`config.mk`:
```
export PLATFORM = sky130hd
export DESIGN_NAME = acc16_stage
export DESIGN_NICKNAME = d
export VERILOG_FILES = /design/src/rtl/acc16_pkg.sv /design/src/rtl/acc16_stage_prefix_add16.sv /design/src/rtl/acc16_stage.sv
export SDC_FILE = /design/constraint.sdc
export NUM_CORES = 1
export LEC_CHECK = 0
export CAP_MARGIN = 10
export CORE_UTILIZATION = 43
export DETAILED_ROUTE_END_ITERATION = 16
export PLACE_DENSITY = 0.76
export SETUP_SLACK_MARGIN = 0.02
export SLEW_MARGIN = 5
export SYNTH_ARGS = -nofsm -noshare
export SYNTH_HDL_FRONTEND = slang
export SYNTH_SLANG_ARGS = --single-unit
```
`constraint.sdc`:
```
create_clock -name clk -period 2.24 [get_ports clk]
set_clock_uncertainty 0.1 [all_clocks]
set_input_delay 0.224 -clock clk [delete_from_list [all_inputs] [get_ports clk]]
set_output_delay 0.224 -clock clk [all_outputs]
set_load 0.01 [all_outputs]
```
`src/rtl/acc16_pkg.sv`:
```
// acc16 shared types and constants.
// Frame accumulator state enum and default widths.
package acc16_pkg;

    localparam int ACC_WIDTH = 16;
    localparam int ACC_CNT_W = 8;

    typedef enum logic {
        ACC  = 1'b0,
        DONE = 1'b1
    } acc_state_t;

endpackage

```
`src/rtl/acc16_stage_prefix_add16.sv`:
```
// 16-bit Ladner-Fischer parallel-prefix adder.
// Purely combinational, no carry-in.
module prefix_add16 (
    input  logic [15:0] a,
    input  logic [15:0] b,
    output logic [15:0] sum,
    output logic        cout
);

    logic [15:0] p0;
    logic [15:0] g;
    logic [15:0] p;
    logic [15:0] gn;
    logic [15:0] pn;
    logic [15:0] c;
    logic [3:0]  j;

    // Four prefix levels; at level k each bit with bit k of its index set
    // merges with the top bit of the preceding 2^k-aligned group.
    always_comb begin
        p0 = a ^ b;
        g  = a & b;
        p  = p0;
        gn = g;
        pn = p;
        j  = '0;
        for (int k = 0; k < 4; k++) begin
            gn = g;
            pn = p;
            for (int i = 0; i < 16; i++) begin
                if (((i >> k) & 1) == 1) begin
                    j     = 4'(((i >> k) << k) - 1);
                    gn[i] = g[i] | (p[i] & g[j]);
                    pn[i] = p[i] & p[j];
                end
            end
            g = gn;
            p = pn;
        end
        c    = {g[14:0], 1'b0};
        sum  = p0 ^ c;
        cout = g[15];
    end

endmodule

```
`src/rtl/acc16_stage.sv`:
```
// Frame accumulator: sums operands until in_last, then holds
// the result (sum, sticky carry, saturating count) until taken.
module acc16_stage
    import acc16_pkg::*;
#(
    parameter int WIDTH = ACC_WIDTH,
    parameter int CNT_W = ACC_CNT_W
) (
    input  logic             clk,
    input  logic             rst,
    input  logic             in_valid,
    output logic             in_ready,
    input  logic [WIDTH-1:0] in_data,
    input  logic             in_last,
    output logic             out_valid,
    input  logic             out_ready,
    output logic [WIDTH-1:0] out_sum,
    output logic             out_cout,
    output logic [CNT_W-1:0] out_count
);

    localparam logic [CNT_W-1:0] CNT_MAX = {CNT_W{1'b1}};

    acc_state_t       state;
    logic [WIDTH-1:0] acc;
    logic             cout_sticky;
    logic [CNT_W-1:0] count;
    logic [WIDTH-1:0] add_sum;
    logic             add_cout;

    prefix_add16 u_add (
        .a    (acc),
        .b    (in_data),
        .sum  (add_sum),
        .cout (add_cout)
    );

    // Frame FSM with registered handshake flags and result registers.
    always_ff @(posedge clk) begin
        if (rst) begin
            state       <= ACC;
            acc         <= '0;
            cout_sticky <= 1'b0;
            count       <= '0;
            out_valid   <= 1'b0;
            in_ready    <= 1'b1;
        end else begin
            unique case (state)
                ACC: begin
                    if (in_valid) begin
                        acc         <= add_sum;
                        cout_sticky <= cout_sticky | add_cout;
                        if (count != CNT_MAX) begin
                            count <= count + 1'b1;
                        end
                        if (in_last) begin
                            state     <= DONE;
                            out_valid <= 1'b1;
                            in_ready  <= 1'b0;
                        end
                    end
                end
                DONE: begin
                    if (out_ready) begin
                        state       <= ACC;
                        acc         <= '0;
                        cout_sticky <= 1'b0;
                        count       <= '0;
                        out_valid   <= 1'b0;
                        in_ready    <= 1'b1;
                    end
                end
                default: begin
                    state <= ACC;
                end
            endcase
        end
    end

    assign out_sum   = acc;
    assign out_cout  = cout_sticky;
    assign out_count = count;

endmodule

```
==> results.ini <==
[routing]
vias_per_cell = 5.12
drcViolationCount = 0
post_drt_wl_per_cell_um = 12.3
vias = 1561
drtAntennaViolNets = 0
initialDrtViolationCount = 70
wl_um = 3750
dr.pass1.iters = 4

[synth]
synth_ff_type = dfxtp_1
postSynthAreaPerCell_um2 = 8.71
yosys_warnings = 0
synthArstFlopShare = 0
synth_edf_count = 0
netlist_instances = 192
yosys.area.top_type_share = 0.335
ys_seq_area_frac = 0.335
ys_seq_elements = 28
synth_area_leaders = dfxtp_1 34%, ha_1 12%, nor2_1 6.5%, a21oi_1 5.1%, fa_1 4.8%
synthesis.area_um2 = 1670
netlist_top_cells_count = 29 x nor2_1, 28 x dfxtp_1, 17 x a21oi_1, 16 x ha_1
yosysMostFrequentCell = nor2_1
synth_area_leader_cell = dfxtp_1
synth_nets = 233
ys_types = 34

[timing]
fin_ws_ns = 0.00508
fin_crit_ns = 2.23
setup_viol = 0
timing.setup.tns_ns = 0
min_period_over_period = 0.998
relSlewSlack = 0.800
hold_violations = 0
rsz0062_at_grt = yes
tightest_slew_ns = 0.300
drv_slew = 0
timing.hold.ws_ns = 0.370
clock.fmax_mhz = 447

[critical_path]
r2r-start = out_sum[0]$_SDFFE_PP0P_
reg2reg_to = out_sum[8]$_SDFFE_PP0P_
critPathCaptureType = register
cp_data_required_time_ns = 2.32
reg2reg_slack_ns = 0.02
cp_data_arrival_time_ns = 2.31
critPathKind = in -> reg
crit_path_start_kind = primary input
rr_worst_depth = 10
critical_path.max_fanout = 3

[final_layout]
layout-drive-gt1-share = 0.152
nFillCells = 333
seq_area_um2 = 562
diodes = 0
nNetsFinal = 300
syn_to_final_growth_pct = 45.1
multi_input_area_um2 = 1100
fin_cells = 305

[grt]
grt_start_max_net_pins = 15
grt_use_total = 0.196
grt_pass1_wl_um = 6240
grt_pass1_vias = 1427
grt_overflow_total = 0
antenna_found_initial = 0

[worst_hold_path]
hold_path_end = out_sum[12]$_SDFFE_PP0P_
hp-class = reg -> reg
hold_depth = 2
hp-start = out_sum[12]$_SDFFE_PP0P_

[clock_tree]
cts_buffers = 3
cts_max_path_buffers = 2
htreeDepth = 1
clk_pin_slew_worst_paths_ns = 0.09
ctsHoldBuffers = 0
cts_tree = built
cts_sinks = 28
insertion_delay_ns = 0.28
cts_root_buffer = clkbuf_8

[placement]
dpl.hpwl_um = 2930
placedCellCount = 301
io_buffers = 47
gp_congestion = 0.790
dp_slack_ns = -0.344

[floorplan]
core_um2 = 3690
start_util = 0.453
die_h_um = 64.4
die_area_um2 = 4140
rows = 22
fp.dieW_um = 64.4
io_pins = 48

[status]
status = finished, final reports clean

[power]
peakVddDrop_mv = 0.420
power_mw = 1.39
cellLeakagePower_nw = 1.02
p_per_area_nw_per_um2 = 571

[flow_run]
drv_cap = 0

## sequential cells by signal, summed over array words and instances (netlist names)
name       flops
out_valid      1
in_ready       1
out_count      8
out_sum       16
state          1
out_cout       1
## cells by family (layout without fill, tap and decap cells)
kind of cell | Yosys count | count (layout) | synth area share
fa+ha+maj | 20 | 20 | 0.168
simple gates | 64 | 64 | 0.186
compound gates | 50 | 50 | 0.204
xor+xnor | 10 | 10 | 0.0524
buf+inv | 18 | 83 | 0.0427
mux | 2 | 2 | 0.0120
flops | 28 | 28 | 0.335
## layout make-up
class	count	share of cell area
well taps	48	0.0248
flip-flops and latches	28	0.232
inverters	14	0.0217
multi-input cells	146	0.453
repair buffers	66	0.252
clock buffers	3	0.0170
## worst max path at each step
stage | from | to | slack, ns | cells past startpoint
global route | out_sum[0]$_SDFFE_PP0P_ | out_sum[8]$_SDFFE_PP0P_ | -0.08 | 10
CTS | out_sum[0]$_SDFFE_PP0P_ | out_sum[8]$_SDFFE_PP0P_ | -0.03 | 10
finish | in_data[1] | out_sum[8]$_SDFFE_PP0P_ | 0.005 | 10
detailed placement | in_data[0] | out_sum[9]$_SDFFE_PP0P_ | -0.34 | 11
floorplan | out_sum[0]$_SDFFE_PP0P_ | out_sum[9]$_SDFFE_PP0P_ | 0.06 | 10
global placement | in_data[0] | out_sum[9]$_SDFFE_PP0P_ | -0.31 | 11
## metrics by stage
stage / utilization / instance area [um2]
2_1_floorplan: - / 1700
3_3_place_gp: 0.636 / 2340
3_5_place_dp: 0.636 / 2340
4_1_cts: 0.650 / 2400
5_1_grt: 0.658 / 2430
6_report: 0.658 / 2430
## power breakdown
part	total [mW]	internal [mW]	switching, mW
registers	0.583	0.542	0.0401
logic	0.524	0.288	0.236
clock network	0.279	0.121	0.157
total	1.39	0.952	0.433
## timing repair
| action | CTS | global route |
|---|---|---|
| endpoints found under the setup margin | 5 | 9 |
| gates resized for setup | 4 | 6 |
| setup buffers | 1 | 0 |
| pin swaps | 7 | 6 |
## worst max-delay path, stage by stage
cell and delay (ns):
clkdlybuf4s50_1 0.48, inv_2 0.05, fa_2 0.40, nand2b_4 0.16, a21oi_4 0.18, o21ai_2 0.10
fa_2 0.52, nor2_1 0.04, a21oi_1 0.11, nor2_1 0.06
## placed cells by master (no fill, tap or decap), types with 3 or more instances in the layout
master,count
nand2b_1,5
a22oi_1,6
o21ai_0,8
nand4_1,3
clkbuf_8,3
buf_4,19
xnor2_1,6
inv_1,12
or3_1,4
dfxtp_1,27
nor2_1,29
a21oi_1,15
xor2_1,4
ha_1,15
nand2_1,14
a22o_1,4
clkdlybuf4s50_1,46
fa_2,3
## routing by layer
metal | vias up | wire (um) | share of wire | track usage
met5 | - | 0 | 0 | 0
met4 | 0 | 37 | 0.0099 | 0.0583
met3 | 5 | 141 | 0.038 | 0.0411
met2 | 28 | 1800 | 0.48 | 0.343
met1 | 723 | 1770 | 0.47 | 0.237
li1 | 805 | - | - | -
Note: power is estimated with default switching activity, not from simulation.
